File: src/rtl/sec_mem_guard.sv
// Security filter between the L2 memory port and main memory: denies normal-domain
// accesses to a protected address window and counts those denials.
module sec_mem_guard #(
  parameter int           p_opaque_nbits = 8,
  parameter int           abw            = 32,
  parameter int           clw            = 128,
  parameter logic [abw-1:0] p_sec_base   = 32'h0000_8000,
  parameter logic [abw-1:0] p_sec_limit  = 32'h0001_0000,
  parameter int           p_cnt_nbits    = 8
) (
  input  logic                                                clk,
  input  logic                                                reset,
  input  logic                                                domain,
  input  logic [3+p_opaque_nbits+abw+$clog2(clw/8)+clw-1:0]   l2req_msg,
  input  logic                                                l2req_val,
  output logic                                                l2req_rdy,
  output logic [3+p_opaque_nbits+$clog2(clw/8)+clw-1:0]       l2resp_msg,
  output logic                                                l2resp_val,
  input  logic                                                l2resp_rdy,
  output logic                                                insecure,
  output logic [3+p_opaque_nbits+abw+$clog2(clw/8)+clw-1:0]   memreq_msg,
  output logic                                                memreq_val,
  input  logic                                                memreq_rdy,
  input  logic [3+p_opaque_nbits+$clog2(clw/8)+clw-1:0]       memresp_msg,
  input  logic                                                memresp_val,
  output logic                                                memresp_rdy,
  output logic [p_cnt_nbits-1:0]                              viol_count
);

  localparam int LenW  = $clog2(clw/8);
  localparam int ReqW  = 3 + p_opaque_nbits + abw + LenW + clw;
  localparam int RespW = 3 + p_opaque_nbits + LenW + clw;

  typedef enum logic [2:0] {
    S_IDLE,
    S_SEND,
    S_WAIT,
    S_RESP,
    S_DENY
  } state_e;

  state_e                   state_q, state_d;
  logic [ReqW-1:0]          req_q;
  logic [RespW-1:0]         resp_q;
  logic [p_cnt_nbits-1:0]   cnt_q;

  logic                     req_xfer, resp_xfer, viol;
  logic [2:0]               in_type;
  logic [p_opaque_nbits-1:0] in_opaque;
  logic [abw-1:0]           in_addr;

  assign in_type   = l2req_msg[ReqW-1 -: 3];
  assign in_opaque = l2req_msg[ReqW-4 -: p_opaque_nbits];
  assign in_addr   = l2req_msg[clw+LenW +: abw];

  // An empty window (limit <= base) can never satisfy both bounds, so nothing is denied.
  assign viol      = !domain && (in_addr >= p_sec_base) && (in_addr < p_sec_limit);
  assign req_xfer  = l2req_val && l2req_rdy;
  assign resp_xfer = memresp_val && memresp_rdy;

  always_comb begin
    // NOTE: every always_comb output gets a default first so no path infers a latch.
    state_d     = state_q;
    l2req_rdy   = 1'b0;
    memreq_val  = 1'b0;
    memresp_rdy = 1'b0;
    l2resp_val  = 1'b0;
    insecure    = 1'b0;
    // Handshake outputs are forced low for as long as reset is held.
    if (reset) begin
      unique case (state_q)
        S_IDLE: begin
          l2req_rdy = 1'b1;
          if (l2req_val) state_d = viol ? S_DENY : S_SEND;
        end
        S_SEND: begin
          memreq_val = 1'b1;
          if (memreq_rdy) state_d = S_WAIT;
        end
        S_WAIT: begin
          memresp_rdy = 1'b1;
          if (memresp_val) state_d = S_RESP;
        end
        S_RESP: begin
          l2resp_val = 1'b1;
          if (l2resp_rdy) state_d = S_IDLE;
        end
        S_DENY: begin
          l2resp_val = 1'b1;
          insecure   = 1'b1;
          if (l2resp_rdy) state_d = S_IDLE;
        end
        default: state_d = S_IDLE;
      endcase
    end
  end

  // NOTE: sequential state uses non-blocking assignments so all flops update together.
  always_ff @(posedge clk or negedge reset) begin
    if (!reset) begin
      state_q <= S_IDLE;
      cnt_q   <= '0;
    end else begin
      state_q <= state_d;
      if (req_xfer && viol && (cnt_q != '1)) cnt_q <= cnt_q + 1'b1;
    end
  end

  // NOTE: message buffers carry no reset; they are only observed behind a valid.
  always_ff @(posedge clk) begin
    if (req_xfer) begin
      req_q <= l2req_msg;
      if (viol) resp_q <= {in_type, in_opaque, {LenW{1'b0}}, {clw{1'b0}}};
    end
    if (resp_xfer) resp_q <= memresp_msg;
  end

  assign memreq_msg = req_q;
  assign l2resp_msg = resp_q;
  assign viol_count = cnt_q;

endmodule
File: config.mk
export PLATFORM = sky130hd
export DESIGN_NAME = sec_mem_guard
export DESIGN_NICKNAME = d
export VERILOG_FILES = /design/src/rtl/sec_mem_guard.sv
export SDC_FILE = /design/constraint.sdc
export NUM_CORES = 1
export LEC_CHECK = 0
export ABC_AREA = 1
export CAP_MARGIN = 20
export CORE_AREA = 4 4 250 252
export CTS_BUF_LIST = sky130_fd_sc_hd__clkbuf_16
export DETAILED_ROUTE_END_ITERATION = 10
export DIE_AREA = 0 0 254 256
export GPL_TIMING_DRIVEN = 0
export PLACE_DENSITY_LB_ADDON = 0.3
export SETUP_SLACK_MARGIN = 0.2
export SLEW_MARGIN = 20
export SYNTH_ARGS = -nofsm -noshare
export SYNTH_HDL_FRONTEND = slang
export SYNTH_SLANG_ARGS = --single-unit
File: constraint.sdc
create_clock -name clk -period 13.7 [get_ports clk]
set_input_delay 2.055 -clock clk [delete_from_list [all_inputs] [get_ports clk]]
set_output_delay 2.055 -clock clk [all_outputs]
set_load 0.01 [all_outputs]
**Word-level counts from Yosys, hierarchy flattened**

Cells that the tools add are included.

- Output and inout port bits: 331
- Bits of input ports: 325
- Logic and storage cells: 48
- Bits in registers: 329

- Equality and inequality tests: 9
- Multiplexer cells: 19
- Add/subtract/negate cells: 1
- Reductions and logical operators: 13
- Order comparisons: 2

Operators by type and width:

| kind | count |
|---|---|
| $mux 143 | 3 |
| $ge 32x16->1 const B | 1 |
| $lt 32x17->1 const B | 1 |
| $mux 3 | 5 |
| $pmux 3 s4 | 1 |
| $mux 1 | 10 |
| $add 8x1->8 const B | 1 |
| $ne 8x8->1 const B | 1 |
| $eq 3x2->1 const B | 2 |
| $logic_and 1x1->1 | 6 |
| $ne 2x2->1 const B | 3 |
| $reduce_and 5->1 | 1 |
| $reduce_bool 2->1 | 2 |
| $eq 3x1->1 const B | 1 |
| $eq 3x3->1 const B | 1 |
| $logic_not 3->1 | 1 |
| $ne 2x1->1 const B | 1 |
| $reduce_and 2->1 | 1 |
| $reduce_or 2->1 | 1 |
| $logic_not 1->1 | 1 |

**Logic depth before layout (Yosys ltp)**

Gate-level depths: netlist (run 1).

- Word-level depth: 6
- Gate-level depth with buffers: 9
- Gate-level depth less buffers: 8

**Worst setup path before layout (run 1)**

No wires, ideal clock.

- Path kind: input to register
- From: input port reset
- To: register resp_q[0], in the netlist l2resp_msg[0], enable pin
- Library setup time: 507 ps
- Path slack: -589 ps
- Stages on the path: 4
- Data required time: 13193 ps
- Path buffers: 0
- Arrival: 13782 ps
- Cell sequence: nand3_1 -> nor2_1 -> nand4_1 -> nand2_1

- Longest elaborated chain between the ends: 4
- Elaborated cells on any way between the ends: 7
- Those cells by class: 2 x mux; 5 x reduce/logical

RTL lines:

| element | line | RTL |
|---|---|---|
| from (decl) | 12 | `input logic reset,` |
| $mux 1 | 70 | `if (reset) begin` |
| $logic_and 1x1->1 | 58 | `assign req_xfer = l2req_val && l2req_rdy;` |
| named net req_xfer | 47 | `logic req_xfer, resp_xfer, viol;` |
| $reduce_bool 2->1 (no line) | n/a |  |
| $reduce_and 2->1 (no line) | n/a |  |
| to (signal assigned) | 113 | `if (viol) resp_q <= {in_type, in_opaque, {LenW{1'b0}}, {clw{1'b0}}};` |
| to (signal assigned) | 115 | `if (resp_xfer) resp_q <= memresp_msg;` |
| to (decl) | 44 | `logic [RespW-1:0] resp_q;` |

The timed path passes the listed nets, and every way through them passes these cells.
A chain may end at the register's enable or synchronous reset.

**Worst setup path after layout (run 1)**

- From: input port reset
- To: output port memreq_val

- Longest elaborated chain between the ends: 1

RTL lines:

| element | line | RTL |
|---|---|---|
| $mux 1 | 70 |  |
| to (decl) | 22 | `output logic memreq_val,` |

Every way passes these cells.

==> out/qor.yml, run 1 <==
status: "finished, final reports clean"
num_vias: 8232
cts_tree: "done"
place_congestion: 0.777
power.density_mw_per_mm2: 129
grt_pass1_wl_um: 57900
synthDistinctLibCells: 23
min_to: "viol_count[5]$_DFFE_PN0P_"
grt_use_total: 0.120
max_slew_margin: 0.549
cts_hold_buf: 0
die_area_mm2: 0.0650
syn_inst: 732
drv_cap: 0
fillers: 5909
reg2reg_slack_ns: 10.29
vias_per_cell: 3.65
clock-root-buffer: "clkbuf_16"
cts_max_level: 2
grt_pass1_vias: 8545
worst-endpoint-required_ns: 11.64
synth_top_area_cell: "edfxtp_1"
ys_top_cells_by_area: "edfxtp_1, nor2_1, inv_1"
cts_setup_buffers: 0
multi_input_area_mm2: 0.00110
portBuffers: 655
worstMarginPinSlew_ns: 0.674
synth.top_cells.by_count: "edfxtp_1, nor2_1, inv_1"
nNetsFinal: 1765
start_util: 0.193
synth_most_common_cell: "edfxtp_1"
antenna_found_initial: 4
rows: 90
synthesis.nets: 1058
netlist_area_mm2: 0.0116
syn_area_per_cell_um2: 15.9
crit_arrival_ns: 3.91
r2r-end: "l2resp_msg[8]$_SDFFCE_PN0P_"
worstReg2RegStart: "state_q[0]$_DFFE_PN0P_"
skew_ns: 0.00881
io_pins: 656
firstDrtPassIters: 4
seq_area_frac_synth: 0.847
dpl.cell_count: 2179
post_drt_wl_per_cell_um: 18.5
rsz0062_at_grt: "false"
hpwl_um: 33600
timing.final.hold_violations: 0
antenna_left: 0
cts_buffer_depth: 3
setup_violations: 0
die_h_um: 256
drt_iter0_drc: 299
setup.worst_path.end_class: "output pin"
ys.flop_type: "edfxtp_1"
cp_max_fo: 14
finalMaxSlewViolations: 0
p_leak_nw: 7.83
clk_latency_ns: 0.53
synth.top_cell.area_share: 0.823
syn2layout_area_growth_pct: 77.5
path_clk_slew_ns: 0.06
ys_ff_latch: 329
reg2reg_depth: 9
regArea_mm2: 0.00982
async_flop_share: 0.0334
post_cts_resized: 0
hold_start: "viol_count[5]$_DFFE_PN0P_"
core_mm2: 0.0601
die_w_um: 254
routed_wl_um: 41700
layout-drive-gt1-share: 0.0660
crit_type: "in2out"
hold_depth: 2
period_needed_ns: 5.96
overflow: 0
ir_drop_v: 0.0000826
yosys_warnings: 0
numClockSinks: 329
timing.fmax_mhz: 168
hold_class: "reg2reg"
cts_made_buffers: 40
synth_edf_count: 318
stdcell_area_mm2: 0.0206
finalCritPeriodShare: 0.435
fin_cells: 2253
grt_max_degree: 55
drc: 0
cp-start-kind: "input port"
placed_area_mm2: 0.0194
setup_tns_ns: 0
through the flow:
stage | power, mW | util | setup slack (ns) | hold WS (ns)
CTS | 2.71 | 0.342 | 7.66 | 0.552
finish | 2.66 | 0.343 | 7.74 | 0.548
floorplan | 1.41 | - | 2.71 | 0.539
detailed placement | 1.72 | 0.322 | 7.66 | 0.537
global placement | 1.72 | 0.318 | -3.70 | 0.526
global route | 2.78 | 0.342 | 7.55 | 0.574
placed cells by master (no fill, tap or decap), types with 7 or more instances in the layout:
cell / n
edfxtp_1: 318
inv_1: 155
buf_6: 8
nand3_1: 10
clkinv_1: 14
mux2_2: 7
dfrtp_1: 11
clkbuf_16: 41
nor2_1: 150
nand2_1: 39
clkdlybuf4s50_1: 655
metal layers:
layer / vias up / wire length [µm] / track usage
met2: 375 / 21900 / 0.224
met3: 60 / 4200 / 0.0480
met5: - / 17 / 0
met1: 3936 / 14700 / 0.123
li1: 3859 / - / -
met4: 2 / 945 / 0.0346
how the worst max path moves through the flow:
stage	startpoint	end	slack (ns)	cells past startpoint
after floorplan	reset	l2resp_msg[0]$_SDFFCE_PN0P_	2.71	4
after global placement	reset	l2resp_msg[4]$_SDFFCE_PN0P_	-3.70	5
after detailed placement	reset	l2req_rdy	7.66	4
after CTS	reset	l2req_rdy	7.66	4
after global routing	reset	memreq_val	7.55	4
final	reset	memreq_val	7.74	4
power breakdown:
group | leakage, nW | internal, mW | total (mW) | switching, mW
sequential | 3.15 | 1.21 | 1.24 | 0.0228
clock | 0.615 | 0.561 | 0.971 | 0.410
combinational | 4.07 | 0.245 | 0.452 | 0.207
worst max-delay path, cell delays in order:
cell	delay (ns)
clkdlybuf4s50_1	0.86
inv_1	0.22
nor2_1	0.18
clkdlybuf4s50_1	0.59
flip-flops by register name, summed over array words and instances, names as in the netlist:
register and cells:
memreq_msg 175, viol_count 8, state_q 3, l2resp_msg 143
cells by family (layout without fill, tap and decap cells):
| logic type | count (synthesis) | after routing | synth area share |
|---|---|---|---|
| flip-flops | 329 | 329 | 0.847 |
| AND/OR/NAND/NOR | 216 | 216 | 0.0745 |
| buffers and inverters | 165 | 903 | 0.0595 |
| multiplexers | 11 | 11 | 0.0120 |
| AO/OA/AOI/OAI | 5 | 5 | 0.00237 |
| XOR/XNOR | 5 | 5 | 0.00378 |
| adder cells (fa/ha/maj) | 1 | 1 | 0.00108 |
| other | 0 | 1 | 0 |
final cells by class:
class	count	share of cell area
Multi-Input combinational cell	238	0.0535
Clock inverter	32	0.00863
Tap cell	782	0.0475
Timing Repair Buffer	665	0.330
Sequential cell	329	0.477
Inverter	150	0.0273
Buffer	15	0.00620
Antenna cell	1	0.000121
Clock buffer	41	0.0498
No activity file was read; power rests on OpenSTA's default activity.
==> inputs of run 2 (changes only) <==
--- a/config.mk
+++ b/config.mk
@@ -7,10 +7,10 @@
 export LEC_CHECK = 0
 export ABC_AREA = 1
 export CAP_MARGIN = 20
-export CORE_AREA = 4 4 250 252
+export CORE_AREA = 4 4 255 257
 export CTS_BUF_LIST = sky130_fd_sc_hd__clkbuf_16
 export DETAILED_ROUTE_END_ITERATION = 10
-export DIE_AREA = 0 0 254 256
+export DIE_AREA = 0 0 259 261
 export GPL_TIMING_DRIVEN = 0
 export PLACE_DENSITY_LB_ADDON = 0.3
 export SETUP_SLACK_MARGIN = 0.2
==> constraint.sdc (replaced) <==
create_clock -name clk -period 5.6 [get_ports clk]
set_input_delay 0.84 -clock clk [delete_from_list [all_inputs] [get_ports clk]]
set_output_delay 0.84 -clock clk [all_outputs]
set_load 0.01 [all_outputs]
==> out/qor.yml, run 2 (synthesis gave the netlist of run 1 again) <==
drc: 0
hold_class: "reg2reg"
skew_ns: 0.00694
power.density_mw_per_mm2: 318
p_sw_mw: 1.63
stdcell_area_mm2: 0.0207
layout-drive-gt1-share: 0.0694
nNetsFinal: 1764
routed_wl_um: 42000
crit_chain: "clkdlybuf4s50_1 -> nand3_4 -> nor2_4 -> buf_12 -> nand4_1 -> nand2_8 -> buf_16"
die_h_um: 261
drv_cap: 0
firstDrtPassIters: 4
p_int_mw: 4.97
grt.busiest_layer: "met2"
grt_pass1_vias: 8364
worst_path_largest_cell_delay_ns: 0.90
die_w_um: 259
finalCritPeriodShare: 0.657
grt_pass1_wl_um: 58100
cp_slowest_cell: "clkdlybuf4s50_1"
cts_hold_buf: 0
pwr-share-clk: 0.375
cts_buffer_depth: 3
period_needed_ns: 3.68
syn2layout_area_growth_pct: 78.6
vias_per_cell: 3.51
worstMarginPinSlew_ns: 0.674
setup.worst_path.end_class: "flop"
finalMaxSlewViolations: 0
drt_iter0_drc: 430
combPwrFrac: 0.167
max_slew_margin: 0.549
ir_drop_v: 0.000229
post_drt_wl_per_cell_um: 18.1
gr-usage-met3: 0.0516
rows: 92
cp-start-kind: "input port"
largest_register_ffs: 175
cts_setup_buffers: 0
portBuffers: 655
setup_violations: 0
post_cts_resized: 0
path_clk_slew_ns: 0.06
die_area_mm2: 0.0676
final_common_cell: "clkdlybuf4s50_1"
antenna_left: 0
clk_latency_ns: 0.54
switching_share: 0.247
dpl.cell_count: 2241
p_total_mw: 6.60
grt_use_total: 0.116
gr-usage-met2: 0.207
numClockSinks: 329
timing.fmax_mhz: 272
cp_max_fo: 95
grt_max_degree: 144
final_cell_mix: "clkdlybuf4s50_1, edfxtp_1, inv_1, nor2_1, clkbuf_16"
cts_max_level: 2
cts_made_buffers: 40
crit_type: "in2reg"
timing.final.hold_violations: 0
overflow: 0
status: "finished, final reports clean"
p_leak_nw: 7.85
met1_usage: 0.124
clock-root-buffer: "clkbuf_16"
crit_arrival_ns: 3.86
antenna_found_initial: 10
worst-endpoint-required_ns: 5.78
seq_power_share: 0.458
hpwl_um: 33000
num_vias: 8146
fin_cells: 2320
rsz0062_at_grt: "false"
place_congestion: 0.793
placed_area_mm2: 0.0194
start_util: 0.185
cts_tree: "done"
core_mm2: 0.0627
io_pins: 656
-- run 2: changes by cell type in the layout (fill, tap and decap cells not counted), sizes merged --
cell and change:
buf -1, bufinv +1, clkbuf -1, clkinv -4
clkinvlp +2, diode +3, inv +3
-- run 2: critical path, delay by kind of cell --
family	cells	cell delay [ns]
buffers and inverters	3	1.53
AND/OR/NAND/NOR	4	1.27
-- run 2: cell type report --
type	count	area, µm²
sequential	329	9820
clock buffer	40	1000
clock inverter	34	249
buffer	15	128
inverter	150	563
fill	6196	42000
timing repair buffer	664	6760
multi-input combinational	238	1120
antenna	4	10.0
tap	846	1060
-- run 2: worst paths after layout --
kind,to,cells past startpoint,slack [ns],startpoint
hold / removal,viol_count[0]$_DFFE_PN0P_,1,0.54,viol_count[0]$_DFFE_PN0P_
max in group asynchronous,state_q[2]$_DFFE_PN0P_,1,4.46,reset
setup / recovery,l2resp_msg[8]$_SDFFCE_PN0P_,7,1.92,reset
hold reg to reg,viol_count[0]$_DFFE_PN0P_,1,0.54,viol_count[0]$_DFFE_PN0P_
min in group asynchronous,viol_count[5]$_DFFE_PN0P_,1,0.71,reset
setup reg to reg,l2resp_msg[8]$_SDFFCE_PN0P_,7,2.53,state_q[0]$_DFFE_PN0P_
-- run 2: routing by layer --
layer,up-vias,wire length [µm]
li1,3859,-
met4,10,1090
met2,380,21400
met3,63,4490
met1,3834,15000
met5,-,69
-- run 2: power by group through the flow --
stage               Sequential [mW]  Combinational [mW]  Clock (mW)
floorplan                      3.19               0.247           0
global placement               3.10                1.06           0
global route                   3.04                1.18        2.68
CTS                            3.03                1.12        2.58
detailed placement             3.08                1.12           0
finish                         3.02                1.10        2.47
-- run 2: through the flow --
| stage | hold WS, ns | setup TNS [ns] | util | setup WS, ns |
|---|---|---|---|---|
| after floorplan | 0.539 | 0 | - | 0.00991 |
| after global placement | 0.512 | -686.56 | 0.307 | -3.62 |
| after detailed placement | 0.527 | 0 | 0.310 | 1.18 |
| after CTS | 0.542 | 0 | 0.330 | 1.78 |
| after global routing | 0.556 | 0 | 0.330 | 1.70 |
| final | 0.541 | 0 | 0.330 | 1.92 |
